<file path="src/rtl/mips_mc_ctrl_pkg.sv">
// Shared types and encodings for the multi-cycle MIPS control unit.
package mips_mc_ctrl_pkg;

  localparam int unsigned STATE_W = 4;
  localparam int unsigned OP_W    = 6;

  typedef enum logic [STATE_W-1:0] {
    S_FETCH    = 4'd0,
    S_DECODE   = 4'd1,
    S_EXEC_R   = 4'd2,
    S_EXEC_I   = 4'd3,
    S_MEM_ADDR = 4'd4,
    S_MEM_RD   = 4'd5,
    S_MEM_WR   = 4'd6,
    S_WB_R     = 4'd7,
    S_WB_I     = 4'd8,
    S_WB_MEM   = 4'd9,
    S_BRANCH   = 4'd10,
    S_JUMP     = 4'd11,
    S_HALT     = 4'd12
  } state_e;

  localparam logic [OP_W-1:0] OP_RTYPE = 6'h00;
  localparam logic [OP_W-1:0] OP_ADDI  = 6'h08;
  localparam logic [OP_W-1:0] OP_LW    = 6'h23;
  localparam logic [OP_W-1:0] OP_SW    = 6'h2B;
  localparam logic [OP_W-1:0] OP_BEQ   = 6'h04;
  localparam logic [OP_W-1:0] OP_BNE   = 6'h05;
  localparam logic [OP_W-1:0] OP_J     = 6'h02;

  localparam logic [1:0] SRCB_RT      = 2'd0;
  localparam logic [1:0] SRCB_FOUR    = 2'd1;
  localparam logic [1:0] SRCB_IMM     = 2'd2;
  localparam logic [1:0] SRCB_IMM_SH2 = 2'd3;

  localparam logic [1:0] ALUOP_ADD   = 2'd0;
  localparam logic [1:0] ALUOP_SUB   = 2'd1;
  localparam logic [1:0] ALUOP_FUNCT = 2'd2;

  localparam logic [1:0] PCSRC_ALU    = 2'd0;
  localparam logic [1:0] PCSRC_ALUOUT = 2'd1;
  localparam logic [1:0] PCSRC_JUMP   = 2'd2;

endpackage

</file>
<file path="src/rtl/mips_mc_ctrl.sv">
// Multi-cycle MIPS control FSM: sequences fetch/decode/execute/memory/writeback
// and counts retired instructions.
module mips_mc_ctrl
  import mips_mc_ctrl_pkg::*;
#(
  parameter logic [5:0]  HALT_OP = 6'h3F,
  parameter int unsigned CNT_W   = 16
) (
  input  logic             clk,
  input  logic             rst,
  input  logic [5:0]       opcode,
  input  logic             zero,
  input  logic             mem_ready,
  output logic             mem_rd,
  output logic             mem_we,
  output logic             ir_we,
  output logic             pc_we,
  output logic             reg_we,
  output logic             iord,
  output logic             alu_src_a,
  output logic [1:0]       alu_src_b,
  output logic [1:0]       alu_op,
  output logic             reg_dst,
  output logic             mem_to_reg,
  output logic [1:0]       pc_src,
  output logic             done,
  output logic [3:0]       state,
  output logic [CNT_W-1:0] retired
);

  state_e           state_q, state_d;
  logic             retire_c;
  logic [CNT_W-1:0] retired_q;

  always_ff @(posedge clk) begin
    if (rst) state_q <= S_FETCH;
    else     state_q <= state_d;
  end

  // Next state, plus a strobe on the last cycle of every completed instruction.
  always_comb begin
    state_d  = state_q;
    retire_c = 1'b0;
    case (state_q)
      S_FETCH:    if (mem_ready) state_d = S_DECODE;
      S_DECODE: begin
        case (opcode)
          OP_RTYPE:     state_d = S_EXEC_R;
          OP_ADDI:      state_d = S_EXEC_I;
          OP_LW, OP_SW: state_d = S_MEM_ADDR;
          OP_BEQ, OP_BNE: state_d = S_BRANCH;
          OP_J:         state_d = S_JUMP;
          default: begin
            if (opcode == HALT_OP) begin
              state_d = S_HALT;
            end else begin
              state_d  = S_FETCH;
              retire_c = 1'b1;
            end
          end
        endcase
      end
      S_EXEC_R:   state_d = S_WB_R;
      S_EXEC_I:   state_d = S_WB_I;
      S_MEM_ADDR: state_d = (opcode == OP_LW) ? S_MEM_RD : S_MEM_WR;
      S_MEM_RD:   if (mem_ready) state_d = S_WB_MEM;
      S_MEM_WR: begin
        if (mem_ready) begin
          state_d  = S_FETCH;
          retire_c = 1'b1;
        end
      end
      S_WB_R, S_WB_I, S_WB_MEM, S_BRANCH, S_JUMP: begin
        state_d  = S_FETCH;
        retire_c = 1'b1;
      end
      S_HALT:     state_d = S_HALT;
      default:    state_d = S_FETCH;
    endcase
  end

  // Output decode; reset forces every enable and memory request low.
  always_comb begin
    mem_rd     = 1'b0;
    mem_we     = 1'b0;
    ir_we      = 1'b0;
    pc_we      = 1'b0;
    reg_we     = 1'b0;
    iord       = 1'b0;
    alu_src_a  = 1'b0;
    alu_src_b  = SRCB_RT;
    alu_op     = ALUOP_ADD;
    reg_dst    = 1'b0;
    mem_to_reg = 1'b0;
    pc_src     = PCSRC_ALU;
    done       = 1'b0;
    case (state_q)
      S_FETCH: begin
        mem_rd    = 1'b1;
        alu_src_b = SRCB_FOUR;
        ir_we     = mem_ready;
        pc_we     = mem_ready;
      end
      S_DECODE:   alu_src_b = SRCB_IMM_SH2;
      S_EXEC_R: begin
        alu_src_a = 1'b1;
        alu_op    = ALUOP_FUNCT;
      end
      S_EXEC_I, S_MEM_ADDR: begin
        alu_src_a = 1'b1;
        alu_src_b = SRCB_IMM;
      end
      S_MEM_RD: begin
        mem_rd = 1'b1;
        iord   = 1'b1;
      end
      S_MEM_WR: begin
        mem_we = 1'b1;
        iord   = 1'b1;
      end
      S_WB_R: begin
        reg_we  = 1'b1;
        reg_dst = 1'b1;
      end
      S_WB_I:     reg_we = 1'b1;
      S_WB_MEM: begin
        reg_we     = 1'b1;
        mem_to_reg = 1'b1;
      end
      S_BRANCH: begin
        alu_src_a = 1'b1;
        alu_op    = ALUOP_SUB;
        pc_src    = PCSRC_ALUOUT;
        pc_we     = (opcode == OP_BNE) ? ~zero : zero;
      end
      S_JUMP: begin
        pc_we  = 1'b1;
        pc_src = PCSRC_JUMP;
      end
      S_HALT:     done = 1'b1;
      default:    done = 1'b0;
    endcase
    if (rst) begin
      mem_rd = 1'b0;
      mem_we = 1'b0;
      ir_we  = 1'b0;
      pc_we  = 1'b0;
      reg_we = 1'b0;
    end
  end

  always_ff @(posedge clk) begin
    if (rst)           retired_q <= '0;
    else if (retire_c) retired_q <= retired_q + CNT_W'(1);
  end

  assign retired = retired_q;
  assign state   = 4'(state_q);

endmodule

</file>
<file path="config.mk">
export PLATFORM = sky130hd
export DESIGN_NAME = mips_mc_ctrl
export DESIGN_NICKNAME = d
export VERILOG_FILES = /design/src/rtl/mips_mc_ctrl_pkg.sv /design/src/rtl/mips_mc_ctrl.sv
export SDC_FILE = /design/constraint.sdc
export NUM_CORES = 1
export LEC_CHECK = 0
export ABC_AREA = 1
export CORE_ASPECT_RATIO = 0.9
export CORE_MARGIN = 2
export CORE_UTILIZATION = 47
export CTS_CLUSTER_SIZE = 30
export DETAILED_ROUTE_END_ITERATION = 10
export GPL_TIMING_DRIVEN = 0
export PLACE_DENSITY = 0.79
export SETUP_SLACK_MARGIN = 0.3
export SKIP_LAST_GASP = 1
export SYNTH_ARGS = -nofsm -noshare
export SYNTH_HDL_FRONTEND = slang
export SYNTH_SLANG_ARGS = --single-unit
</file>
<file path="constraint.sdc">
create_clock -name clk -period 1.55 [get_ports clk]
set_input_delay 0.31 -clock clk [delete_from_list [all_inputs] [get_ports clk]]
set_output_delay 0.31 -clock clk [all_outputs]
set_load 0.01 [all_outputs]
</file>
# == Word level (Yosys, flattened, before mapping) ==
# Cells that the tools add are included.
# totals
regBits,20
latch_bits,0
mem_bits_rw,0
romBits,0
inputBits,10
out_inout_bits,36
word_cells,68
memories,0
# op_classes
add_sub_neg,1
n_mul,0
div_mod_pow,0
n_lt_le_gt_ge,0
n_eq_ne,22
shifts,0
mux,30
bitwise,1
reduce_logical,12
# op_table
cell,count
4-bit one-hot mux with 8 select lines,1
4-bit == test (second input constant),5
4-bit one-hot mux with 5 select lines,1
6-bit == test (second input constant),3
1-bit two-way mux,18
16-bit by 1-bit adder with 16-bit output (second input constant),1
4-bit by 3-bit == test with 1-bit output (second input constant),4
4-bit two-way mux,4
6-bit by 3-bit == test with 1-bit output (second input constant),2
2-bit OR reduction,5
4-bit by 2-bit == test with 1-bit output (second input constant),2
2-bit one-hot mux with 2 select lines,2
7-bit OR reduction,1
6-bit by 2-bit == test with 1-bit output (second input constant),1
6-bit by 4-bit == test with 1-bit output (second input constant),1
6-bit zero test,1
2-bit != test (second input constant),3
1-bit one-hot mux with 3 select lines,2
2-bit one-hot mux with 3 select lines,1
5-bit OR reduction,1
4-bit by 1-bit == test with 1-bit output (second input constant),1
4-bit zero test,1
4-bit OR reduction,1
3-bit AND reduction,1
3 further kinds,3

# == Depth between registers and ports, before layout ==
# depth
word_depth,4
mapped_depth,10
ltp_nobuf,9

# == Worst setup path after synthesis ==
# OpenSTA, ideal clock, no wires.
# synth_timing
path_kind,flip-flop to output port
start,"reg state_q[1], in the netlist state[1]"
end,out pc_we
t_arrival_ns,1.167
required_time_ns,1.240
path_slack_ns,0.073
path_stages_with_launch,5
n_path_buf,0
path_cell_list,dfxtp_1 -> nand2_2 -> nor2_1 -> nand3_1 -> a31oi_1
# synth_via
elab_chain_cells,3
word_cells_on_any_way,5
classes_between,2 x eq/ne; 2 x mux; 1 x reduce/logical
# synth_lines
element,line,rtl
from (decl),mips_mc_ctrl.sv:31,"state_e state_q, state_d;"
from (signal assigned),mips_mc_ctrl.sv:37,else state_q <= state_d;
4-bit == test / 4-bit zero test (equally long branches),mips_mc_ctrl.sv:97,case (state_q)
1-bit one-hot mux with 3 select lines *,mips_mc_ctrl.sv:97,
1-bit two-way mux *,mips_mc_ctrl.sv:143,if (rst) begin
to (decl),mips_mc_ctrl.sv:17,"output logic pc_we,"
# Every way passes the cells marked *; elsewhere a longest branch is shown, timed or not.

# == Worst setup path in the final report ==
# layout_timing
start,"reg state_q[2], in the netlist state[2]"
end,out reg_we
# layout_via
elab_chain_cells,4
word_cells_on_any_way,6
classes_between,3 x eq/ne; 2 x mux; 1 x reduce/logical
# layout_lines
element,line,rtl
4-bit == test / 4-bit by 3-bit == test with 1-bit output (equally long branches),mips_mc_ctrl.sv:97,
3-bit OR reduction (no source line) *,n/a,
1-bit two-way mux *,mips_mc_ctrl.sv:97,
1-bit two-way mux *,mips_mc_ctrl.sv:143,
to (decl),mips_mc_ctrl.sv:18,"output logic reg_we,"
# Marked as above.

==> flow_summary_export.csv <==
group,metric,value,unit
worst_setup_path,rrSetupSlack,-150,ps
sta,holdWs,500,ps
logic_synthesis,synth_nets,260,
worst_setup_path,crit_required,1240,ps
place,dpl_cell_area,2130,um2
layout,diodes,0,
global_route,grt_max_degree,12,
cts,clk_latency,260,ps
cts,cts_buffers,3,
global_route,grt_overflow,0,
logic_synthesis,synth_area,1580,um2
worst_setup_path,ff2ff_path_depth,10,
power_and_ir_drop,clock_power_share,0.212,
hold_path,min_path_type,"flop to flop",
worst_setup_path,cp-start-kind,"flop",
layout,fin_area,2750,um2
logic_synthesis,synthAdderAreaFrac,0.00794,
power_and_ir_drop,switchingPower,0.752,mW
power_and_ir_drop,power.density,714,nW/um2
power_and_ir_drop,swShare,0.384,
worst_setup_path,critPathArrivalTime,1440,ps
job,timing.max_cap.violations,0,
logic_synthesis,muxShareOfSynthArea,0,
floorplanning,die-width,65.0,um
place,place.gp.congestion,0.857,
drt,vias,2202,
drt,viasPerCell,5.89,
global_route,grt.total_usage,0.292,
drt,drc,0,
sta,fin_crit_sh,1.13,
layout,area_delta_synth_final,74.3,%
floorplanning,rows,19,
layout,fin_nets,344,
worst_setup_path,critPathKind,"flop to primary output",
cts,ctsHoldBuffers,0,
cts,clkTransAtPathRegs,80,ps
logic_synthesis,syn_inst,249,
logic_synthesis,synth_area_leaders,"dfxtp_1, nand2_1, nand3_1, nor2_1, inv_1",
power_and_ir_drop,p_leak,1.18,nW
logic_synthesis,syn_avg_cell_area,6.33,um2
power_and_ir_drop,p_total,1.96,mW
sta,worst_pin_slew,651,ps
logic_synthesis,synth-simple-area-share,0.457,
logic_synthesis,synthXorXnorAreaFrac,0.0556,
logic_synthesis,synthArstFlopShare,0,
power_and_ir_drop,power_frac_comb,0.487,
worst_setup_path,timing.rr.start,"state[0]",
power_and_ir_drop,p_int,1.21,mW
sta,relSlewSlack,0.566,
logic_synthesis,ys_ff_latch,20,
global_route,antenna_found_initial,0,
cts,clk_path_buf_depth,2,
sta,finalCriticalPeriod,1750,ps
hold_path,hp-start,"retired[5]",
drt,antenna_left,0,
floorplanning,die_height,58.9,um
worst_setup_path,crit_path_end_kind,"primary output",
power_and_ir_drop,vdd.ir_drop.worst,697,uV
hold_path,worstHoldPathCells,2,
sta,maxSlewViolCount,0,
floorplanning,die_area,3830,um2
floorplanning,initial_utilization,0.502,
outcome,status,"finished with violations",
drt,initialDrtViolationCount,227,
sta,finalWorstSetupSlack,-198,ps
cts,htree_levels,1,
global_route,grt_pass1_vias,1886,
layout,fillers,158,
sta,finalHoldViolations,0,
logic_synthesis,yosys_warnings,0,
floorplanning,core-area,3140,um2
logic_synthesis,yosysUniqueCellTypes,29,
sta,fmax,572,MHz
place,hpwl,3.34,mm
cts,clkSinkCount,20,
logic_synthesis,ys_seq_area_frac,0.254,
worst_setup_path,cp_max_fo,5,
outcome,violations,"negative setup slack",
logic_synthesis,synth_edf_count,0,
logic_synthesis,synth_top_area_share,0.254,
drt,wire_per_inst,18.4,um
logic_synthesis,synth-compound-area-share,0.129,
worst_setup_path,r2r-end,"retired[8]",
cts,cts_tree,"built",
layout,drive_gt1_frac,0.524,
global_route,grt_pass1_wl,8.75,mm
logic_synthesis,synth_flop_cell,"dfxtp_1",
logic_synthesis,synth_top_family_by_area,"simple AND/OR/NAND/NOR gates",
sta,finalClockSkew,2.12,ps
floorplanning,ioPinCount,46,
power_and_ir_drop,seqPwrFrac,0.301,
hold_path,whs_endpoint,"retired[5]",
drt,wirelength,6.88,mm
worst_setup_path,startpoint,"state[2]",
cts,cts_root_buffer,"clkbuf_8",
place,io_buffers,45,
sta,rsz0062_at_grt,"true",
drt,drtPass1Iterations,5,
sta,setup_viol,26,
logic_synthesis,synth_top_area_cell,"dfxtp_1",
==> logic make-up (layout without fill, tap and decap cells) <==
| kind of cell | after synthesis | count (layout) |
|---|---|---|
| XOR/XNOR | 10 | 10 |
| AND/OR/NAND/NOR | 154 | 154 |
| flip-flops | 20 | 20 |
| buffers and inverters | 34 | 117 |
| AO/OA/AOI/OAI | 30 | 30 |
| adder cells (fa/ha/maj) | 1 | 1 |
==> metrics by stage <==
step           instances  setup slack (ps)  setup TNS (ps)   util
2_1_floorplan        249               215               0      -
3_3_place_gp         336              -860          -11360  0.680
3_5_place_dp         336              -915          -12420  0.680
4_1_cts              365              -108            -950  0.792
5_1_grt              374              -239           -4100  0.875
6_report             374              -198           -3020  0.875
==> power groups by stage <==
stage	Sequential (mW)	Clock, mW	Combinational [mW]
after floorplan	0.593	0	0.331
after global placement	0.592	0	0.532
after detailed placement	0.591	0	0.541
after CTS	0.582	0.410	0.755
after global routing	0.590	0.437	1.01
final	0.590	0.416	0.954
==> flip-flops by register name, summed over array words and instances (netlist names) <==
register / cells
state: 4
retired: 16
==> cell type report <==
type	instances	area, um2	share of cell area
multi-input cells	195	1310	0.478
plain buffers	5	53.8	0.0196
well taps	42	52.6	0.0191
repair buffers	79	709	0.258
inverters	29	119	0.0433
clock buffers	4	55.1	0.0200
flip-flops and latches	20	444	0.162
==> cell usage after synthesis, types with 2 or more instances <==
| cell | instances |
|---|---|
| nand2_1 | 51 |
| nand3_1 | 36 |
| nor2_1 | 35 |
| inv_1 | 27 |
| dfxtp_1 | 20 |
| nand2_2 | 14 |
| a21oi_1 | 11 |
| a21oi_2 | 10 |
| o21ai_0 | 6 |
| xnor2_1 | 5 |
| xor2_1 | 5 |
| nand4_1 | 4 |
| nor3_1 | 4 |
| and2_1 | 2 |
| inv_2 | 2 |
| nand2_4 | 2 |
| nor2_2 | 2 |
| nor2_4 | 2 |
==> layer usage <==
layer	global-route usage	wire (um)	share of wire
met1	0.397	2740	0.40
met2	0.479	3150	0.46
met3	0.0459	656	0.095
met4	0.0923	336	0.049
met5	0	0	0
==> cells in the final DEF, fill, tap and decap left out, types with 2 or more instances in the layout <==
| cell type | instances |
|---|---|
| a21oi_2 | 16 |
| o21ai_0 | 3 |
| and2_1 | 2 |
| buf_2 | 15 |
| clkdlybuf4s15_2 | 5 |
| nand3_1 | 19 |
| dfxtp_2 | 11 |
| nor2_1 | 22 |
| nand2_2 | 19 |
| xor2_1 | 5 |
| clkbuf_8 | 4 |
| nor2_4 | 12 |
| nand4_1 | 4 |
| buf_6 | 17 |
| nor2_2 | 5 |
| a21oi_1 | 5 |
| inv_2 | 5 |
| o21ai_1 | 2 |
| xnor2_1 | 5 |
| inv_1 | 21 |
| nand2_8 | 2 |
| dlygate4sd2_1 | 15 |
| inv_4 | 2 |
| nand2_4 | 5 |
| nor3_1 | 3 |
| dfxtp_4 | 8 |
| nand3_2 | 15 |
| buf_4 | 19 |
| nand3_4 | 2 |
| clkdlybuf4s15_1 | 6 |
| nand2_1 | 41 |
==> timing repair <==
item	CTS	global route
endpoints found under the hold margin	0	0
pin swaps	20	29
gates cloned	1	1
buffers inserted	24	8
setup endpoints to repair	56	45
resized for setup	162	60
==> how the worst max path moves through the flow <==
stage	to	slack (ps)	cells past startpoint
final	reg_we	-200	7
after CTS	pc_we	-110	6
after floorplan	retired[5]	210	8
after detailed placement	pc_we	-920	8
after global routing	reg_we	-240	7
after global placement	pc_we	-860	8
==> worst max-delay path, cell delays in order (launching register included) <==
cell,delay [ps]
dfxtp_4,380
inv_6,50
nor2_4,190
nand3_4,130
nand2_2,90
nand2_2,50
a21oi_2,110
buf_2,160
(Power assumes the default switching activity.)
